`src/rtl/calc1_pkg.sv`:
```
// Shared definitions for the calc1 port driver: command and response codes
// plus the driver state type.
package calc1_pkg;

   // Command codes carried on req_cmd_out during the first request cycle
   localparam logic [0:3] CMD_NOP = 4'd0;
   localparam logic [0:3] CMD_ADD = 4'd1;
   localparam logic [0:3] CMD_SUB = 4'd2;
   localparam logic [0:3] CMD_SHL = 4'd5;
   localparam logic [0:3] CMD_SHR = 4'd6;

   // Response codes returned by the DUV port
   localparam logic [0:1] RSP_NONE = 2'd0;
   localparam logic [0:1] RSP_SUCC = 2'd1;
   localparam logic [0:1] RSP_INOF = 2'd2;
   localparam logic [0:1] RSP_IERR = 2'd3;

   // Driver sequence: accept, command+op1, op2, wait for reply, report
   typedef enum logic [2:0] {
      ST_IDLE,
      ST_OP1,
      ST_OP2,
      ST_WAIT,
      ST_DONE
   } drv_state_t;

endpackage

```
`src/rtl/calc1_drv_timer.sv`:
```
// Clearable saturating cycle counter used to detect a missing DUV response.
// expired rises once the counter has reached LIMIT-1, so the owner sees it
// on the edge that would complete the LIMIT-th counted cycle.
module calc1_drv_timer #(
   parameter int LIMIT = 64
) (
   input  logic clk,
   input  logic rst_n,
   input  logic clear,
   input  logic enable,
   output logic expired
);

   localparam int W = $clog2(LIMIT + 1);
   localparam logic [W-1:0] SAT_VALUE  = W'(LIMIT);
   localparam logic [W-1:0] LAST_VALUE = W'(LIMIT - 1);

   logic [W-1:0] count;

   // Count enabled cycles, clear has priority, stop at LIMIT
   always_ff @(posedge clk or negedge rst_n) begin
      if (!rst_n) begin
         count <= '0;
      end else if (clear) begin
         count <= '0;
      end else if (enable && (count != SAT_VALUE)) begin
         count <= count + 1'b1;
      end
   end

   assign expired = (count >= LAST_VALUE);

endmodule

```
`src/rtl/calc1_port_driver.sv`:
```
// Request-side driver for one calc1 DUV port. Takes a transaction over a
// valid/ready handshake, sends command+op1 then op2 on the request pins,
// waits for the port response and reports it as a one-cycle pulse.
// Optional feature macro: CALC1_DRV_TIMEOUT_EN enables the response
// timeout (TIMEOUT_CYCLES); without it WAIT lasts until a reply arrives.
module calc1_port_driver
   import calc1_pkg::*;
#(
   parameter int TIMEOUT_CYCLES = 64
) (
   input  logic        c_clk,
   input  logic        reset_n,
   input  logic        txn_valid,
   output logic        txn_ready,
   input  logic [0:3]  txn_cmd,
   input  logic [0:31] txn_op1,
   input  logic [0:31] txn_op2,
   output logic [0:3]  req_cmd_out,
   output logic [0:31] req_data_out,
   input  logic [0:1]  out_resp,
   input  logic [0:31] out_data,
   output logic        rsp_valid,
   output logic [0:1]  rsp_resp,
   output logic [0:31] rsp_data,
   output logic        rsp_timeout,
   output logic        stray_resp,
   output logic        busy
);

   drv_state_t  state;
   logic [0:3]  cmd_q;
   logic [0:31] op2_q;

   // A timeout below two cycles cannot cover the request-to-reply latency
   if (TIMEOUT_CYCLES < 2) begin : g_timeout_cycles_too_small
   end

`ifdef CALC1_DRV_TIMEOUT_EN
   logic timer_expired;
   logic timeout_q;

   calc1_drv_timer #(
      .LIMIT (TIMEOUT_CYCLES)
   ) u_timer (
      .clk     (c_clk),
      .rst_n   (reset_n),
      .clear   (state != ST_WAIT),
      .enable  (state == ST_WAIT),
      .expired (timer_expired)
   );

   assign rsp_timeout = timeout_q;
`else
   assign rsp_timeout = 1'b0;
`endif

   // Sequencer FSM; every output is registered alongside the next state
   always_ff @(posedge c_clk or negedge reset_n) begin
      if (!reset_n) begin
         state        <= ST_IDLE;
         cmd_q        <= '0;
         op2_q        <= '0;
         txn_ready    <= 1'b1;
         busy         <= 1'b0;
         req_cmd_out  <= '0;
         req_data_out <= '0;
         rsp_valid    <= 1'b0;
         rsp_resp     <= RSP_NONE;
         rsp_data     <= '0;
         stray_resp   <= 1'b0;
`ifdef CALC1_DRV_TIMEOUT_EN
         timeout_q    <= 1'b0;
`endif
      end else begin
         rsp_valid <= 1'b0;

         if ((state != ST_WAIT) && (out_resp != RSP_NONE)) begin
            stray_resp <= 1'b1;
         end

         case (state)
            ST_IDLE: begin
               if (txn_valid) begin
                  cmd_q        <= txn_cmd;
                  op2_q        <= txn_op2;
                  req_cmd_out  <= txn_cmd;
                  req_data_out <= txn_op1;
                  txn_ready    <= 1'b0;
                  busy         <= 1'b1;
                  state        <= ST_OP1;
               end
            end

            ST_OP1: begin
               req_cmd_out <= '0;
               if (cmd_q == CMD_NOP) begin
                  req_data_out <= '0;
                  rsp_valid    <= 1'b1;
                  rsp_resp     <= RSP_NONE;
                  rsp_data     <= '0;
`ifdef CALC1_DRV_TIMEOUT_EN
                  timeout_q    <= 1'b0;
`endif
                  state        <= ST_DONE;
               end else begin
                  req_data_out <= op2_q;
                  state        <= ST_OP2;
               end
            end

            ST_OP2: begin
               req_cmd_out  <= '0;
               req_data_out <= '0;
               state        <= ST_WAIT;
            end

            ST_WAIT: begin
               if (out_resp != RSP_NONE) begin
                  rsp_valid <= 1'b1;
                  rsp_resp  <= out_resp;
                  rsp_data  <= out_data;
`ifdef CALC1_DRV_TIMEOUT_EN
                  timeout_q <= 1'b0;
`endif
                  state     <= ST_DONE;
               end
`ifdef CALC1_DRV_TIMEOUT_EN
               else if (timer_expired) begin
                  rsp_valid <= 1'b1;
                  rsp_resp  <= RSP_NONE;
                  rsp_data  <= '0;
                  timeout_q <= 1'b1;
                  state     <= ST_DONE;
               end
`endif
            end

            ST_DONE: begin
               txn_ready <= 1'b1;
               busy      <= 1'b0;
               state     <= ST_IDLE;
            end

            default: begin
               req_cmd_out  <= '0;
               req_data_out <= '0;
               txn_ready    <= 1'b1;
               busy         <= 1'b0;
               state        <= ST_IDLE;
            end
         endcase
      end
   end

endmodule

```
`config.mk`:
```
export PLATFORM = sky130hd
export DESIGN_NAME = calc1_port_driver
export DESIGN_NICKNAME = d
export VERILOG_FILES = /design/src/rtl/calc1_pkg.sv /design/src/rtl/calc1_drv_timer.sv /design/src/rtl/calc1_port_driver.sv
export SDC_FILE = /design/constraint.sdc
export NUM_CORES = 1
export LEC_CHECK = 0
export ABC_AREA = 1
export ABC_CLOCK_PERIOD_IN_PS = 2700
export CORE_MARGIN = 2
export CORE_UTILIZATION = 34
export CTS_BUF_LIST = sky130_fd_sc_hd__clkbuf_8
export DETAILED_ROUTE_END_ITERATION = 16
export HOLD_SLACK_MARGIN = 0.02
export SKIP_LAST_GASP = 1
export SLEW_MARGIN = 20
export SYNTH_ARGS = -nofsm -noshare
export SYNTH_HDL_FRONTEND = slang
export SYNTH_SLANG_ARGS = --single-unit
```
`constraint.sdc`:
```
create_clock -name c_clk -period 2.7 [get_ports c_clk]
set_input_delay 0.675 -clock c_clk [delete_from_list [all_inputs] [get_ports c_clk]]
set_output_delay 0.675 -clock c_clk [all_outputs]
set_load 0.005 [all_outputs]
```
==> out/metrics.yaml <==
status: "completed"
ff2ff_path_depth: 5
combPwrFrac_pct: 42.6
dp_hpwl_mm: 9.48
crit_path_max_fanout: 2
crit_family: "flip-flops"
ff2ff_setup_slack_ps: 750
finalPower_mw: 7.67
synth_cell_types: 21
tns_ps: 0
drc: 0
yosysSeqAreaShare_pct: 55.7
drt-vias-per-instance: 4.45
rr_startpoint: "state[1]$_DFFE_PN0P_"
clockRootBuffer: "clkbuf_8"
avgSynthCellArea_um2: 7.70
seq_power_share_pct: 35.9
synth_nets: 764
worstPathRequired_ps: 2030
dp_slack_ps: 387
synth_top_area_cell: "dfrtp_1"
hold_class: "in2async"
power_density_mw_per_mm2: 1040
drv_cap: 0
cpMaxStageDelayCell: "dfstp_2"
ctsHoldBuffers: 0
crit_start: "txn_ready$_DFFE_PN1P_"
worstSetupPathType: "reg2out"
cts.clk_slew.worst_paths_ps: 70
ant_nets: 0
crit_chain: "clkdlybuf4s50_1"
fp.coreArea_mm2: 0.0146
path_buf_inv: 1
dr.pass1.iters: 4
totalWireLength_mm: 13.8
vias: 4577
max_freq_ghz: 0.467
internal_power_mw: 4.70
postLayoutCellArea_mm2: 0.00737
netlist_area_mm2: 0.00508
multi_input_area_mm2: 0.00190
path_depth: 1
grt_max_degree: 49
ys_warn_count: 0
grt_pass1_vias: 4525
grt-ovfl-total: 0
fp.dieW_um: 126
report.final.slew_viol_count: 0
dieHeight_um: 126
hold_viol: 0
route.met2.wl_mm: 6.47
power.share.switching_pct: 38.7
timing.final.ws_setup_ps: 557
crit_end: "txn_ready"
p_leak_nw: 3.91
fin_skew_ps: 13.0
htree_levels: 4
fin_crit_sh_pct: 79.4
start_kind: "flop"
finish.utilization_pct: 50.5
power_switching_mw: 2.97
finalSetupViolations: 0
dp_cells: 997
cts_setup_buffers: 0
nets: 937
synth_cells: 659
drt_iter0_markers: 180
synth_top_area_share_pct: 55.2
area.growth.synth_to_final_pct: 45.1
stdcell_count: 1029
critPathArrivalTime_ps: 1470
antenna_cells: 0
met1_length_mm: 6.31
cts_buffers: 17
grt_antenna_before_repair: 0
drive_gt1_share_pct: 7.10
clockBufferDepth: 2
critPathCaptureType: "output port"
synth.area.top_cells: "dfrtp_1 (55%), nand2_1 (28%), nand3_1 (3.4%), nor2_1 (2.8%), inv_1 (2.5%)"
wl_met3_um: 879
cts_tree: "built"
max_slew_margin_pct: 46.4
cts.repair.resized: 0
wl_per_cell_um: 13.4
nFillCells: 1413
grt_use_total_pct: 17.8
ys_ff_latch: 113
clock_sinks: 113
hold_slack_ps: 241
row_count: 44
regArea_mm2: 0.00283
io_buffers: 178
finalCriticalPeriod_ps: 2140
ir_worst_vdd_uv: 474
clk_latency_ps: 430
gp_congestion: 0.795
grt_first_pass_wirelength_mm: 22.6
die-area_mm2: 0.0159
pin_count: 180
start_util_pct: 34.8
place_area_mm2: 0.00695
rsz0062_at_grt: "no"
critPathMaxStageDelay_ps: 540
worstMarginPinSlew_ps: 801
pwr-share-clk_pct: 21.4
timing.rr.end: "req_data_out[22]$_DFFE_PN0P_"
routed.top_layer: "met4"
## synthesized netlist by cell type
master and n:
a31oi_1 1, nand2_4 1, buf_2 9, dfstp_2 1, nor2_2 2, buf_6 3
dfrtp_1 112, clkbuf_1 6, a21oi_1 1, nand3_4 1, nor2_1 38, inv_1 34
buf_4 14, nand2_1 385, nand2_2 7, nand3_1 34, conb_1 1, o21bai_1 1
inv_2 5, nand3b_1 1, nor2_4 2
## how the worst min path moves through the flow
stage | start | to | slack [ps] | cells past startpoint
after floorplan | reset_n | busy$_DFFE_PN0P_ | 380 | 0
after global placement | op2_q[4]$_DFFE_PN0P_ | op2_q[4]$_DFFE_PN0P_ | 450 | 2
after detailed placement | op2_q[18]$_DFFE_PN0P_ | op2_q[18]$_DFFE_PN0P_ | 460 | 2
after CTS | reset_n | rsp_data[5]$_DFFE_PN0P_ | 230 | 1
after global routing | reset_n | rsp_data[5]$_DFFE_PN0P_ | 250 | 1
final | reset_n | rsp_data[5]$_DFFE_PN0P_ | 240 | 1
## cells by family after synthesis
family	after synthesis	share of synthesized area, %
AND/OR/NAND/NOR	471	36.9
AO/OA/AOI/OAI	3	0.370
flip-flops	113	55.7
other	1	0.0739
buffers and inverters	71	6.95
## per-layer routing
layer	up-vias	track usage, %
li1	2322	-
met1	2095	23.1
met2	144	28.5
met3	16	5.48
met4	0	6.14
met5	-	0
## power groups by stage
stage	Combinational (mW)	Sequential [mW]	Clock (mW)
final	3.27	2.75	1.65
after global routing	3.72	2.83	1.77
after CTS	3.34	2.76	1.70
after detailed placement	3.34	2.78	0
after global placement	3.28	2.75	0
after floorplan	2.02	2.73	0
## state kept, by name, indices dropped and copies added, names as in the netlist
name	flops
rsp_data	32
txn_ready	1
stray_resp	1
rsp_resp	2
op2_q	32
req_cmd_out	4
state	3
rsp_valid	1
busy	1
cmd_q	4
req_data_out	32
## area by class of cell
class	count	area share [%]
Sequential cell	113	38.4
Multi-Input combinational cell	475	25.7
Timing Repair Buffer	186	25.1
Clock buffer	20	3.74
Tap cell	184	3.13
Inverter	39	1.99
Clock inverter	12	1.87
## cell usage in the layout (no fill, tap or decap)
master	instances
buf_12	1
nand3_1	34
nand2_4	1
nor2_2	2
clkinvlp_4	1
clkbuf_8	20
buf_4	8
clkinv_2	8
nor2_1	38
bufinv_16	3
a21oi_1	1
nand2_2	7
o21bai_1	1
nor2_4	2
inv_2	5
nand2_1	385
conb_1	1
a31oi_1	1
nand3b_1	1
clkdlybuf4s50_1	177
dfstp_2	1
nand3_4	1
inv_1	34
dfrtp_1	112
(Power assumes the default switching activity.)
==> edit (same settings) <==
Encoding of `drv_state_t`: now one-hot (5 bits for 5 states).
--- a/src/rtl/calc1_pkg.sv
+++ b/src/rtl/calc1_pkg.sv
@@ -16,12 +16,12 @@
    localparam logic [0:1] RSP_IERR = 2'd3;
 
    // Driver sequence: accept, command+op1, op2, wait for reply, report
-   typedef enum logic [2:0] {
-      ST_IDLE,
-      ST_OP1,
-      ST_OP2,
-      ST_WAIT,
-      ST_DONE
+   typedef enum logic [4:0] {
+      ST_IDLE = 5'b00001,
+      ST_OP1  = 5'b00010,
+      ST_OP2  = 5'b00100,
+      ST_WAIT = 5'b01000,
+      ST_DONE = 5'b10000
    } drv_state_t;
 
 endpackage
Function: same outputs for any inputs over 10 cycles, from zero or initial values and one cycle with reset_n low; not proved beyond that.
==> edit against the original RTL <==
  * Final area grew 1.6%
  * Synthesized area is 1.9% higher
  * Count of clock-buffer cells in the layout rose by 4
  * Sequential cell count up 2
  * Setup slack worse by 0.0025 ns
  * Sequential share of layout area increased by 0.088 points
  * Fmax decreased by 0.12%
  * Final cell count shrank 2.0%
  * Via count is 3.6% higher
  * Wire length increased by 6.4%
  * Power up 0.54%
  * Critical endpoint unchanged
  * Largest cell class unchanged
  * Largest power group unchanged
==> edit: results (changes against the original RTL) <==
placed_design:
  place_area_sq_um: 7090  # was 6950 sq um
  routabilityCongestion: 0.793  # was 0.795
  io_buffer_count: 178  # unchanged
  dp_hpwl_microns: 9890  # was 9480 microns
global_route:
  grt_pass1_wl_microns: 23600  # was 22600 microns
  antenna_found_initial: 0  # unchanged
  grt_max_degree: 116  # was 49
  grt.total_usage: 0.185  # was 0.178
  grt_pass1_vias: 4855  # was 4525
detailed_routing:
  first_pass_iters: 4  # unchanged
  drtIter0Drc: 279  # was 180
  vias: 4740  # was 4577
  wl_per_cell_microns: 14.6  # was 13.4 microns
synth:
  ys_warn_count: 0  # unchanged
  synth.distinct_cells: 24  # was 21
  syn_nets: 742  # was 764
  synth_common_cells: "nand2_1 (285), dfrtp_1 (113), inv_1 (38), nand3_1 (38), nor2_1 (37)"  # was nand2_1 (385), dfrtp_1 (112), nor2_1 (38)
  seq_area_frac_synth: 0.556  # was 0.557
  synthArstFlopShare: 1.00  # unchanged
  synth_area_leaders: "dfrtp_1 (55%), nand2_1 (21%), nand3b_1 (4.6%)"  # was dfrtp_1 (55%), nand2_1 (28%), nand3_1 (3.4%)
  ys.flop_type: "dfrtp_1"  # unchanged
critical_path:
  cp_max_fo: 2  # unchanged
  cpPeakStageDelay_ns: 0.53
  slowest_stage: "dfstp_2"  # unchanged
  regToRegStartpoint: "state[0]"  # was state[1]
  cpLargestDelayFamily: "flip-flops"  # unchanged
  cp-startpoint: "txn_ready"  # unchanged
cells_and_area:
  drive_above_1_share: 0.0646  # was 0.0710
  n_fill_cell: 1445  # was 1413
  diodes: 0  # unchanged
  layout.nets: 912  # was 937
  seq_area_sq_um: 2880  # was 2830 sq um
  largest_registers: "op2_q x32, req_data_out x32, rsp_data x32"  # unchanged
power_and_ir_drop:
  leakage_nw: 3.71  # was 3.91 nW
  irDropWorstVdd_mv: 0.447  # was 0.474 mV
clock_network:
  post_cts_resized: 0  # unchanged
  cts-buffers-inserted: 17  # unchanged
  cts_root_buf: "clkbuf_8"  # unchanged
  cts_setup_buffers: 0  # unchanged
  cts.clk_slew.worst_paths_ns: 0.06
  clock_path_buffers: 2  # unchanged
  h-tree-depth: 4  # unchanged
  clkLatencyLatePin_ns: 0.43  # about the same
sta:
  skew_ns: 0.0103  # was 0.0130 ns
  worst_pin_slew_ns: 0.626  # was 0.801 ns
status:
  status: "finished, final reports clean"  # unchanged
hold_path:
  min-delay-path-class: "primary input to async pin"  # unchanged
==> edit: cell families after synthesis <==
group / after synthesis / synth area share
buffers and inverters: 79 / 0.0672
AOI/OAI and AO/OA: 36 / 0.0353
and+or+nand+nor: 406 / 0.340
DFF: 115 / 0.556
other: 1 / 0.000724
==> edit: worst paths after layout <==
path | to | slack, ns | cells after the start
worst max-delay path | txn_ready | 0.55 | 1
worst min-delay path | rsp_data[15] | 0.33 | 2
worst max register to register | rsp_data[30] | 0.90 | 7
worst min register to register | txn_ready | 0.46 | 2
max in group asynchronous | op2_q[3] | 1.90 | 2
min in group c_clk | txn_ready | 0.46 | 2
==> edit: through the flow <==
step                      setup slack [ns]  std cells
final                                0.554       1008
after global placement               0.544        976
after floorplan                       1.18        637
after detailed placement             0.490        976
after CTS                            0.514       1008
after global routing                 0.492       1008
==> edit: cell type report <==
cell class	instances	share of cell area
Clock buffer	24	0.0441
Clock inverter	8	0.00786
Multi-Input combinational cell	443	0.261
Sequential cell	115	0.385
Inverter	42	0.0211
Timing Repair Buffer	188	0.249
Tap cell	188	0.0314
==> edit: metal layers <==
metal / wire length, microns / up-vias / track usage
met5: 0 / - / 0
met4: 319 / 0 / 0.0821
met3: 786 / 23 / 0.0423
met2: 7290 / 139 / 0.315
met1: 6290 / 2269 / 0.226
li1: - / 2309 / -
==> edit: power breakdown <==
group	total, W	leakage (nW)	switching (W)	internal, W
Sequential	0.00287	1.44	0.000377	0.00249
Combinational	0.00330	2.04	0.00173	0.00157
Clock	0.00155	0.221	0.000669	0.000881
